### src/rtl/task_dispatcher.sv
// task_dispatcher: pops task IDs from the task queue head, stages one task,
// and issues it to a free worker chosen round-robin. Tracks per-worker busy
// state and frees workers that stay busy too long, flagging a sticky error.
module task_dispatcher #(
    parameter int NUM_WORKERS = 4,
    parameter int WID_WIDTH   = 2,
    parameter int TIMEOUT     = 200,
    parameter int TO_WIDTH    = 8
) (
    input  logic                   clk,
    input  logic                   rst_n,
    input  logic                   enable,
    input  logic                   q_empty,
    input  logic [7:0]             q_task,
    output logic                   q_pop,
    output logic [NUM_WORKERS-1:0] w_start,
    output logic [7:0]             w_task,
    input  logic [NUM_WORKERS-1:0] w_done,
    output logic [NUM_WORKERS-1:0] busy,
    output logic [NUM_WORKERS-1:0] err_timeout,
    input  logic                   err_clr,
    output logic [15:0]            dispatch_count,
    output logic                   idle
);

    typedef enum logic [0:0] {
        ST_IDLE = 1'b0,
        ST_HOLD = 1'b1
    } state_t;

    // Counter value on the last cycle a worker may remain busy.
    localparam logic [TO_WIDTH-1:0]    TO_LAST     = TO_WIDTH'(TIMEOUT - 1);
    localparam logic [NUM_WORKERS-1:0] ONE_HOT_LSB = {{(NUM_WORKERS-1){1'b0}}, 1'b1};

    // Worker index reached by stepping 'step' places past 'base', wrapping.
    function automatic logic [WID_WIDTH-1:0] f_wrap_idx(input int base, input int step);
        f_wrap_idx = WID_WIDTH'((base + step) % NUM_WORKERS);
    endfunction

    state_t                   r_state;
    state_t                   w_state_nxt;
    logic [7:0]               r_hold_task;
    logic [WID_WIDTH-1:0]     r_rr_ptr;
    logic [NUM_WORKERS-1:0]   r_busy;
    logic [NUM_WORKERS-1:0]   r_err;
    logic [NUM_WORKERS-1:0]   r_start;
    logic [7:0]               r_task_out;
    logic [15:0]              r_count;
    logic [TO_WIDTH-1:0]      r_to_cnt [NUM_WORKERS];

    logic                     w_pop;
    logic                     w_fire;
    logic                     w_grant_found;
    logic [WID_WIDTH-1:0]     w_grant_idx;
    logic [NUM_WORKERS-1:0]   w_grant_vec;
    logic [NUM_WORKERS-1:0]   w_timeout_hit;

    // State register: IDLE means the staging register is empty.
    always_ff @(posedge clk) begin
        if (!rst_n) begin
            r_state <= ST_IDLE;
        end else begin
            r_state <= w_state_nxt;
        end
    end

    // Round-robin search for the first free worker after the last grant.
    // Uses the registered busy vector, so a worker finishing this cycle waits.
    always_comb begin
        w_grant_found = 1'b0;
        w_grant_idx   = '0;
        for (int k = 1; k <= NUM_WORKERS; k++) begin
            if (!w_grant_found && !r_busy[f_wrap_idx(int'(r_rr_ptr), k)]) begin
                w_grant_found = 1'b1;
                w_grant_idx   = f_wrap_idx(int'(r_rr_ptr), k);
            end else begin
                w_grant_found = w_grant_found;
                w_grant_idx   = w_grant_idx;
            end
        end
    end

    // Next-state logic: fill staging from the queue, drain it into a worker.
    always_comb begin
        w_state_nxt = r_state;
        case (r_state)
            ST_IDLE: begin
                if (w_pop) begin
                    w_state_nxt = ST_HOLD;
                end else begin
                    w_state_nxt = ST_IDLE;
                end
            end
            ST_HOLD: begin
                if (w_grant_found) begin
                    w_state_nxt = ST_IDLE;
                end else begin
                    w_state_nxt = ST_HOLD;
                end
            end
            default: begin
                w_state_nxt = ST_IDLE;
            end
        endcase
    end

    // State outputs: pop only when staging is empty; dispatch only when holding.
    // The pop is held off during reset so no queue entry is lost to a reset edge.
    always_comb begin
        w_pop  = 1'b0;
        w_fire = 1'b0;
        case (r_state)
            ST_IDLE: begin
                w_pop  = rst_n & enable & ~q_empty;
                w_fire = 1'b0;
            end
            ST_HOLD: begin
                w_pop  = 1'b0;
                w_fire = w_grant_found;
            end
            default: begin
                w_pop  = 1'b0;
                w_fire = 1'b0;
            end
        endcase
    end

    // One-hot grant vector and per-worker timeout detection (done wins).
    always_comb begin
        if (w_fire) begin
            w_grant_vec = ONE_HOT_LSB << w_grant_idx;
        end else begin
            w_grant_vec = '0;
        end
        for (int i = 0; i < NUM_WORKERS; i++) begin
            w_timeout_hit[i] = r_busy[i] & ~w_done[i] & (r_to_cnt[i] == TO_LAST);
        end
    end

    // Staging register captures the queue head on a pop.
    always_ff @(posedge clk) begin
        if (!rst_n) begin
            r_hold_task <= 8'h00;
        end else if (w_pop) begin
            r_hold_task <= q_task;
        end else begin
            r_hold_task <= r_hold_task;
        end
    end

    // Dispatch: single-cycle start pulse, task ID, round-robin pointer, count.
    always_ff @(posedge clk) begin
        if (!rst_n) begin
            r_start    <= '0;
            r_task_out <= 8'h00;
            r_rr_ptr   <= WID_WIDTH'(NUM_WORKERS - 1);
            r_count    <= 16'h0000;
        end else begin
            r_start <= w_grant_vec;
            if (w_fire) begin
                r_task_out <= r_hold_task;
                r_rr_ptr   <= w_grant_idx;
                r_count    <= r_count + 16'd1;
            end else begin
                r_task_out <= r_task_out;
                r_rr_ptr   <= r_rr_ptr;
                r_count    <= r_count;
            end
        end
    end

    // Per-worker busy flags and timeout counters.
    always_ff @(posedge clk) begin
        if (!rst_n) begin
            r_busy <= '0;
            for (int i = 0; i < NUM_WORKERS; i++) begin
                r_to_cnt[i] <= '0;
            end
        end else begin
            for (int i = 0; i < NUM_WORKERS; i++) begin
                if (w_grant_vec[i]) begin
                    r_busy[i]   <= 1'b1;
                    r_to_cnt[i] <= '0;
                end else if (r_busy[i]) begin
                    if (w_done[i] || w_timeout_hit[i]) begin
                        r_busy[i]   <= 1'b0;
                        r_to_cnt[i] <= '0;
                    end else begin
                        r_to_cnt[i] <= r_to_cnt[i] + {{(TO_WIDTH-1){1'b0}}, 1'b1};
                    end
                end else begin
                    r_to_cnt[i] <= '0;
                end
            end
        end
    end

    // Sticky timeout flags; a new timeout beats a simultaneous clear.
    always_ff @(posedge clk) begin
        if (!rst_n) begin
            r_err <= '0;
        end else if (err_clr) begin
            r_err <= w_timeout_hit;
        end else begin
            r_err <= r_err | w_timeout_hit;
        end
    end

    assign q_pop          = w_pop;
    assign w_start        = r_start;
    assign w_task         = r_task_out;
    assign busy           = r_busy;
    assign err_timeout    = r_err;
    assign dispatch_count = r_count;
    assign idle           = (r_state == ST_IDLE) && (r_busy == '0);

endmodule

### config.mk
export PLATFORM = sky130hd
export DESIGN_NAME = task_dispatcher
export DESIGN_NICKNAME = d
export VERILOG_FILES = /design/src/rtl/task_dispatcher.sv
export SDC_FILE = /design/constraint.sdc
export NUM_CORES = 1
export LEC_CHECK = 0
export CELL_PAD_IN_SITES_DETAIL_PLACEMENT = 1
export CELL_PAD_IN_SITES_GLOBAL_PLACEMENT = 1
export CORE_UTILIZATION = 41
export CTS_CLUSTER_DIAMETER = 50
export CTS_CLUSTER_SIZE = 16
export DETAILED_ROUTE_END_ITERATION = 10
export PLACE_DENSITY = 0.91
export RECOVER_POWER = 25
export SKIP_CTS_REPAIR_TIMING = 1
export SLEW_MARGIN = 25
export SYNTH_ARGS = -nofsm -noshare
export SYNTH_HDL_FRONTEND = slang
export SYNTH_SLANG_ARGS = --single-unit
export TNS_END_PERCENT = 30
### constraint.sdc
create_clock -name clk -period 2.22 [get_ports clk]
set_input_delay 0.444 -clock clk [delete_from_list [all_inputs] [get_ports clk]]
set_output_delay 0.444 -clock clk [all_outputs]
set_load 0.02 [all_outputs]
==> run summary <==
status: finished clean
Worst Hold Margin: 0.459 ns
final number of setup-violating endpoints: 0
final weighted congestion of routability-driven global placement: 0.785
YS warnings: 0
number of design rule violations left after detail routing: 0
asr flop ratio synth: 0%
total die area: 8810 um2
drt via density: 5.12
wire length of the first global-routing pass: 14000 um
vias after detailed routing: 2858
most instantiated flip-flop cell in the synthesis netlist: sky130_fd_sc_hd__dfxtp_1
number of detailed-route iterations in the first pass: 4
number of antenna violations at the first check in global routing: 0
max-cap violations: 0
cell at the root of the clock tree: sky130_fd_sc_hd__clkbuf_8
first element of the critical path: rst_n
Final Core Density: 54.4%
sum of met2 wire segment lengths after detailed routing: 4390 um
Core Box Area: 8180 um2
Startpoint Class: input pin
detailed-routed wire length on met3: 247 um
share of post-route cells with drive strength above 1: 6.62%
placed cells: 542
share of the synthesized area in the top cell type: 27.8%
GRT Residual Overflow: 0
placement-stage worst setup slack: -0.310 ns
Net count, final: 470
dominant cells by area after synthesis: sky130_fd_sc_hd__edfxtp_1 28%, sky130_fd_sc_hd__dfxtp_1 27%, sky130_fd_sc_hd__xor2_1 5.6%, sky130_fd_sc_hd__nor2_1 5.3%, sky130_fd_sc_hd__nand2_1 4.6%
Final WS setup: 0.140 ns
post-detailed-routing wire length: 8540 um
Hold Path Origin: w_task[4]
largest net degree at the start of global routing: 29
number of buffers inserted during clock tree synthesis: 9
number of hold violations in the final report: 0
startpoint of the worst-slack reg-to-reg timing path: r_to_cnt[3][0]
total track usage: 20.8%
HPWL Detailed: 6250 um
worst relative slew slack: 50.3%
highest metal layer used by the detailed router: met4
measured slew at the worst slew-check pin: 0.746 ns
clock tree from TritonCTS: built
Antenna Nets Post-Route: 0
share of synthesized area occupied by flip-flops and latches: 55.0%
Sinks on Clock Net: 79
total of flip-flops plus latches after synthesis: 79
clock insertion delay at the later pin of the skew report: 0.36 ns
critical-path maximum fanout: 2
area overhead of the layout relative to synthesis: 28.6%
drt first-iter violations: 114
shortest clock period the worst path allows after layout: 2.08 ns
IR Drop Worst-Case VDD: 0.303 mV
peak clock frequency supported by timing: 481 MHz
clock transition at the register clock pins on the worst setup and hold paths after CTS: 0.08 ns
worst path arrival time: 1.64 ns
number of buffers on the longest clock path: 2
die outline height: 93.9 um
Mapped Area: 3460 um2
count of boundary I/O pins: 55
number of distinct library cells after synthesis: 39
synthesized netlist cell count: 355
setup repair after global routing missed its margin: no
floorplan row count: 33
total power per unit cell area: 635 nW/um2
number of flops mapped to enable cells by yosys: 32
post-route design area: 4450 um2
average wire per cell in the routed design: 15.3 um
most frequent cell after synthesis: sky130_fd_sc_hd__nor2_1
detailed-route wire length on metal 1: 3730 um
Crit path required time: 1.78 ns
width of the die: 93.9 um
most used standard cells in the synthesized netlist: 49 x sky130_fd_sc_hd__nor2_1, 47 x sky130_fd_sc_hd__dfxtp_1, 42 x sky130_fd_sc_hd__nand2_1
antenna cells: 0
CTS H-tree lvls: 3
vias in the first global route: 3015
number of buffers added on ports: 54
starting density of the core: 42.3%
mean instance size in the synthesized netlist: 9.75 um2
library cell occupying the most area in the post-synthesis netlist: sky130_fd_sc_hd__edfxtp_1
classification of the worst-slack hold path: reg2reg
Critical Path Sink Type: output port
instance area at placement: 4270 um2
Pins Over Slew Limit: 0
final non-filler cell total: 558
post-route fraction of the period consumed by the critical path: 93.7%
LEAKAGE: 1.61 nW
critical path class: in2out
post-route clock skew: 0.0138 ns
worst max-delay path, stage by stage:
cell                              delay, ns
sky130_fd_sc_hd__clkdlybuf4s50_1       0.53
sky130_fd_sc_hd__inv_1                 0.09
sky130_fd_sc_hd__nor4b_2               0.33
sky130_fd_sc_hd__clkbuf_2              0.24
worst paths after layout:
check	end	slack [ns]	depth (start not counted)
min reg2reg	w_task[4]	0.46	2
max reg2reg	r_to_cnt[3][2]	0.31	6
max	q_pop	0.14	4
min	w_task[4]	0.46	2
routing by layer:
metal / global-route usage [%] / vias to the layer above
met3: 3.40 / 14
met1: 23.6 / 1399
li1: - / 1399
met5: 0 / -
met4: 9.10 / 0
met2: 38.1 / 46
sequential cells by signal (all words and copies together) (netlist names):
register / count
err_timeout: 4
r_state: 1
w_task: 8
dispatch_count: 16
busy: 4
r_rr_ptr: 2
w_start: 4
r_to_cnt: 32
r_hold_task: 8
cell families (layout without fill, tap and decap cells):
logic type | after synthesis | count (layout) | share of synthesized area [%]
AND/OR/NAND/NOR | 172 | 172 | 25.1
XOR/XNOR | 32 | 32 | 8.10
multiplexers | 1 | 1 | 0.289
other | 1 | 32 | 0.108
AO/OA/AOI/OAI | 44 | 44 | 7.12
buffers and inverters | 21 | 88 | 2.57
adder cells (fa/ha/maj) | 5 | 5 | 1.81
flip-flops | 79 | 79 | 55.0
stage by stage:
| step | power, W | setup TNS, ns |
|---|---|---|
| 4_1_cts | 0.00284 | -0.480 |
| 3_3_place_gp | 0.00176 | -0.292 |
| 3_5_place_dp | 0.00177 | -0.310 |
| 5_1_grt | 0.00291 | 0 |
| 2_1_floorplan | 0.00169 | 0 |
| 6_report | 0.00282 | 0 |
where the power goes:
group | switching (W) | internal (W)
Combinational | 0.0000901 | 0.0000731
Clock | 0.000535 | 0.000549
Sequential | 0.0000332 | 0.00154
layout make-up:
type	count	area [um2]
clock buffer	11	141
clock inverter	5	56.3
fill	951	3730
inverter	7	26.3
multi-input combinational	286	1590
sequential	79	1900
tap	105	131
timing repair buffer	65	606
cells in the final DEF, fill, tap and decap left out, drive strengths merged, types with 2 or more instances in the layout:
cell type,n
clkdlybuf4s50,52
nor2,49
dfxtp,47
nand2,42
edfxtp,32
conb,32
nand3,25
xor2,22
a21oi,19
o21ai,16
clkbuf,16
and3,11
xnor2,10
or4,8
nand4,8
inv,8
buf,7
nand2b,6
ha,5
nand4b,4
o31ai,4
nor2b,3
or3,3
and4,3
nand3b,2
nor3,2
or3b,2
clkinvlp,2
(Power assumes the default switching activity.)
==> RTL change 1, RTL diff (config.mk and constraints unchanged) <==
`NUM_WORKERS`: 4 -> 8.
--- a/src/rtl/task_dispatcher.sv
+++ b/src/rtl/task_dispatcher.sv
@@ -3,5 +3,5 @@
 // state and frees workers that stay busy too long, flagging a sticky error.
 module task_dispatcher #(
-    parameter int NUM_WORKERS = 4,
+    parameter int NUM_WORKERS = 8,
     parameter int WID_WIDTH   = 2,
     parameter int TIMEOUT     = 200,
Ports: changed (resized busy, err_timeout, w_done and w_start); port bits go from 55 to 71. The function was not compared with the original's and may differ.
==> RTL change 1 against the original RTL <==
Worst setup slack lost 0.051 ns; fmax is 2.4% lower; combinational power rose by 65%; sequential power is 56% higher; clock power grew to 2.5 times the old value; sequential cell count is 40 higher; final area grew 59%; wire length rose by 88%; total power increased by 94%; worst hold slack worse by 0.0020 ns; area after synthesis is 56% higher; critical path type unchanged; largest cell class unchanged.
==> RTL change 1: results (changes against the original RTL) <==
Placement
  – Post-placement setup slack: -0.182 ns (+0.128 ns)
  – Sum of net half-perimeters after detailed placement: 9610 um (+54%)
  – Placer Congestion: 0.798 (+1.7%)
  – Total of buffers placed on input and output ports: 66 (+22%)
  – Dpl cells: 811 (+50%)

Timing
  – Setup skew after layout: 0.0119 ns (-0.00196 ns)

Layout
  – Net count, final: 688 (+46%)
  – Fill cell count: 1467 (+54%)
  – Fraction of final layout cells with drive strength greater than 1: 0.0760 (+0.00978)
  – Number of non-filler instances in the completed layout: 843 (+51%)
  – Max FFs per register: 64 (+100%)
  – Final standard cell utilization of the core: 0.556 (+0.0114)

Clock tree
  – Clk_lat worst skew: 0.42 ns (+0.06 ns)
  – Level count of the clock H-tree: 4 (+1)
  – Clock Pin Slew Worst Setup and Hold Paths: 0.05 ns (-0.03 ns)
  – Buffer cell driving the clock tree root: clkbuf_16

Logic synthesis
  – Number of distinct library cells after synthesis: 51 (+31%)
  – Largest cells by area after synthesis: edfxtp_1, dfxtp_1, xor2_1
  – Top cell types by occurrence after synthesis: nor2_1, edfxtp_1, dfxtp_1, nand2_1
  – Post-synth EDFFs: 64 (+100%)
  – Leading register cell type out of synthesis: edfxtp_1
  – Sequential element share of the synthesized area: 0.561 (+0.0114)
  – Post-Syn Area per Cell: 10.4 um2 (+6.3%)

Power
  – Worst supply voltage drop on vdd: 0.548 mV (+81%)
  – Static leakage power: 0.00270 uW (+67%)

GRT
  – Met3 capacity usage during global routing: 0.0477 (+0.0138)
  – Overall Global Routing Usage: 0.250 (+0.0421)
  – Met1 Usage GRT: 0.271 (+0.0355)
  – Maximum number of pins on one net before global-route repair: 29 (unchanged)
  – Wire length of the first global-routing pass: 25000 um (+79%)
  – Number of global-route vias before repair: 4739 (+57%)

Outcome
  – Status: completed

Critical path
  – Worst stage delay on the critical path: 0.57 ns (+0.04 ns)
  – Data arrival at the endpoint of the critical path: 1.69 ns (+0.05 ns)

Detailed routing
  – Vias after detailed routing: 4394 (+54%)
  – Wirelength, routed: 16100 um (+88%)
  – Number of DRC markers in iteration 0: 291 (+160%)
[RTL change 1: cell types whose count changed in the layout (fill, tap and decap cells not counted), moves of 7 or more]
cell and change:
inv_1 +11, edfxtp_1 +32, xnor2_1 +8, conb_1 +36, nor2_1 +27, xor2_1 +16
dfxtp_1 +8, clkbuf_16 +20, and3_1 +7, nand3_1 +13, dlygate4sd3_1 +9
[RTL change 1: where the power goes]
part,switching (uW),leakage [uW],internal (uW)
sequential,76.8,0.00108,2390
clock,995,0.000302,1740
combinational,157,0.00132,112
[RTL change 1: worst min-delay path, cell delays in order (launching register included)]
cell	delay, ns
dfxtp_1	0.30
nand2_1	0.05
a21oi_1	0.06
[RTL change 1: layout make-up]
type                       count  area share
clock buffer                  26      0.0796
timing repair buffer          73       0.100
multi-input combinational    429       0.348
tap                          172      0.0304
sequential                   119       0.428
clock inverter                 6     0.00442
inverter                      18     0.00956
[RTL change 1: worst paths after layout]
check                  startpoint  depth (start not counted)  slack (ns)         endpoint
hold / removal          w_task[1]                          2        0.46        w_task[1]
setup reg to reg  r_to_cnt[0][16]                          5        0.13  r_to_cnt[0][20]
setup / recovery            rst_n                          4        0.09            q_pop
hold reg to reg         w_task[1]                          2        0.46        w_task[1]
[RTL change 1: stage by stage]
stage	hold slack (ns)	power, uW	setup TNS (ns)	instance area [um2]
5_1_grt	0.480	5620	0	7070
6_report	0.457	5470	0	7070
3_3_place_gp	0.442	2730	-0.141	6470
2_1_floorplan	0.432	2640	0	5640
4_1_cts	0.461	5480	-0.650	7060
3_5_place_dp	0.444	2750	-0.686	6470
[RTL change 1: cells by family (layout without fill, tap and decap cells)]
family	Yosys count	in the layout	share of synthesized area
adder cells (fa/ha/maj)	9	9	0.0209
buffers and inverters	38	123	0.0323
multiplexers	2	2	0.00395
flip-flops	119	119	0.561
XOR/XNOR	56	56	0.0910
AND/OR/NAND/NOR	245	245	0.232
other	2	68	0.00139
AO/OA/AOI/OAI	49	49	0.0574
[RTL change 1: per-layer routing]
metal	vias to the layer above	routed length, um
met5	-	0
met4	0	672
met3	53	669
met2	129	8530
met1	2164	6220
li1	2048	-
==> RTL change 2, RTL diff (same settings) <==
Made on the original files. Make the reset (`rst_n`) asynchronous in 5 clocked blocks.
--- a/src/rtl/task_dispatcher.sv
+++ b/src/rtl/task_dispatcher.sv
@@ -57,5 +57,5 @@
 
     // State register: IDLE means the staging register is empty.
-    always_ff @(posedge clk) begin
+    always_ff @(posedge clk or negedge rst_n) begin
         if (!rst_n) begin
             r_state <= ST_IDLE;
@@ -139,5 +139,5 @@
 
     // Staging register captures the queue head on a pop.
-    always_ff @(posedge clk) begin
+    always_ff @(posedge clk or negedge rst_n) begin
         if (!rst_n) begin
             r_hold_task <= 8'h00;
@@ -150,5 +150,5 @@
 
     // Dispatch: single-cycle start pulse, task ID, round-robin pointer, count.
-    always_ff @(posedge clk) begin
+    always_ff @(posedge clk or negedge rst_n) begin
         if (!rst_n) begin
             r_start    <= '0;
@@ -171,5 +171,5 @@
 
     // Per-worker busy flags and timeout counters.
-    always_ff @(posedge clk) begin
+    always_ff @(posedge clk or negedge rst_n) begin
         if (!rst_n) begin
             r_busy <= '0;
@@ -197,5 +197,5 @@
 
     // Sticky timeout flags; a new timeout beats a simultaneous clear.
-    always_ff @(posedge clk) begin
+    always_ff @(posedge clk or negedge rst_n) begin
         if (!rst_n) begin
             r_err <= '0;
Function: differs if rst_n is asserted again (counterexample within 4 cycles, from zero or initial values and one cycle with rst_n low); with rst_n held inactive, the same outputs for 4 cycles.
==> RTL change 2 against the original RTL <==
The run now ends with capacitance limit, slew limit left; wire length down 14%; worst setup slack worse by 0.0055 ns; sequential cell count is the same; synthesized cell count is 15% lower; area after synthesis fell by 1.8%; final area decreased by 3.8%.
Power is not compared: it rests on default switching activity, and its combinational part moved more than twofold at a synthesized area within 25%.
==> RTL change 2: results (changes against the original RTL) <==
Layout
  – Antenna diodes: 0 (unchanged)
  – Top reg by flops: r_to_cnt
  – Max FFs per register: 32 (unchanged)
  – Fraction of final layout cells with drive strength greater than 1: 0.128 (+0.0621)
  – Fill cell count: 866 (-8.9%)
  – Net count, final: 392 (-17%)

Logic synthesis
  – Number of distinct library cells after synthesis: 33 (-15%)
  – Ys Warns: 0 (unchanged)
  – Synthesized netlist net count: 324
  – Sequential element share of the synthesized area: 0.582 (+0.0329)
  – Post-Syn Area per Cell: 11.3 um2 (+15%)
  – Async set-or-reset flop fraction in the synthesized netlist: 1.00 (+1.00)
  – Largest cells by area after synthesis: dfrtp_1, xnor2_1, xor2_1
  – Area share of the leading cell type in the synthesized netlist: 0.567 (+0.289)
  – Top cell types by occurrence after synthesis: dfrtp_1, nor2_1, nand2_1, nand3_1, xnor2_1

Placement
  – Sum of net half-perimeters after detailed placement: 5240 um (-16%)
  – Total of buffers placed on input and output ports: 54 (unchanged)
  – Dpl cells: 461 (-15%)
  – Post-placement setup slack: -0.121 ns (+0.189 ns)
  – Placer Congestion: 0.798 (+1.7%)

Power
  – Worst supply voltage drop on vdd: 0.376 mV
  – Static leakage power: 0.00191 uW

Critical path
  – Family of cells with the greatest summed delay on the critical path: simple AND/OR/NAND/NOR gates
  – Maximum fanout encountered on the critical timing path: 6 (+4)
  – Data arrival at the endpoint of the critical path: 1.64 ns (about the same)
  – Slowest cell on the critical path: dfrtp_1
  – Worst stage delay on the critical path: 0.47 ns (-0.06 ns)

Detailed routing
  – Per-cell via count in the routed design: 5.10 (-0.49%)
  – Drt first pass iters: 4 (unchanged)
  – Wirelength, routed: 7320 um (-14%)
  – Count of antenna-violating nets left after detailed routing: 0 (unchanged)
  – Number of DRC markers in iteration 0: 86 (-25%)
  – Vias after detailed routing: 2426 (-15%)

Outcome
  – Status: finished, violations left
  – Violations in the final reports: capacitance limit, slew limit

Clock tree
  – Level count of the clock H-tree: 3 (unchanged)
  – Clock Pin Slew Worst Setup and Hold Paths: 0.08 ns (about the same)
  – Clock Tree Buf Depth: 2 (unchanged)
  – Clk_lat worst skew: 0.35 ns
  – Clock buffers created by TritonCTS: 9 (unchanged)
  – Buffer cell driving the clock tree root: clkbuf_8

GRT
  – Overall Global Routing Usage: 0.192 (-0.0153)
  – Maximum number of pins on one net before global-route repair: 80 (+180%)
  – Antenna violations before repair: 0 (unchanged)
  – Number of global-route vias before repair: 2602 (-14%)
  – Wire length of the first global-routing pass: 12700 um (-9.1%)

Flow run
  – Number of violations of the max-capacitance limit: 1 (+1)

Timing
  – Setup skew after layout: 0.00976 ns (-0.00405 ns)
  – Transition time at the pin with the least slew margin: 1.71 ns (+0.963 ns)
  – Number of max-slew violations in the final report: 80 (+80)

Worst hold path
  – Type of the most critical hold path: flop to flop
RTL change 2: final cells by class:
cell class / instances / area [um2] / share of cell area
sequential: 79 / 1980 / 0.462
multi-input combinational: 212 / 1380 / 0.322
timing repair buffer: 60 / 582 / 0.136
clock buffer: 12 / 165 / 0.0386
tap: 102 / 128 / 0.0298
inverter: 8 / 30.0 / 0.00701
clock inverter: 3 / 17.5 / 0.00409
RTL change 2: path summary, 6_finish.rpt:
path,slack (ns),startpoint,to,cells past startpoint
min in group asynchronous,0.69,rst_n,r_to_cnt[28],2
max,0.13,r_state,idle,3
min,0.46,r_to_cnt[24],r_to_cnt[24],1
min reg2reg,0.46,r_to_cnt[24],r_to_cnt[24],1
max in group asynchronous,0.49,rst_n,r_to_cnt[3],2
max reg2reg,0.52,busy[3],busy[0],5
RTL change 2: kinds of logic (layout without fill, tap and decap cells):
kind of cell	count (synthesis)	count (layout)	synth area share
compound gates	16	16	0.0331
fa+ha+maj	5	5	0.0184
flops	79	79	0.582
buf+inv	11	83	0.0133
xor+xnor	39	39	0.101
mux	9	9	0.0298
simple gates	143	143	0.222
RTL change 2: power breakdown:
part	leakage, uW	internal (uW)	switching [uW]
combinational	0.000752	358	414
sequential	0.00106	1600	142
clock	0.0000942	488	507
RTL change 2: layer usage:
metal  GRT usage  share of wire  vias up
li1            -              -     1154
met1       0.241           0.44     1219
met2       0.324           0.52       40
met3      0.0341          0.028       13
met4      0.0885          0.018        0
met5           0              0        -
RTL change 2: through the flow:
stage	util	setup TNS, ns	hold WS, ns	cell area, um2
4_1_cts	0.543	-0.421	0.397	4280
5_1_grt	0.543	0	0.492	4280
3_3_place_gp	0.520	-0.115	0.438	4100
6_report	0.543	0	0.456	4280
3_5_place_dp	0.520	-0.121	0.451	4100
2_1_floorplan	-	0	0.148	3400
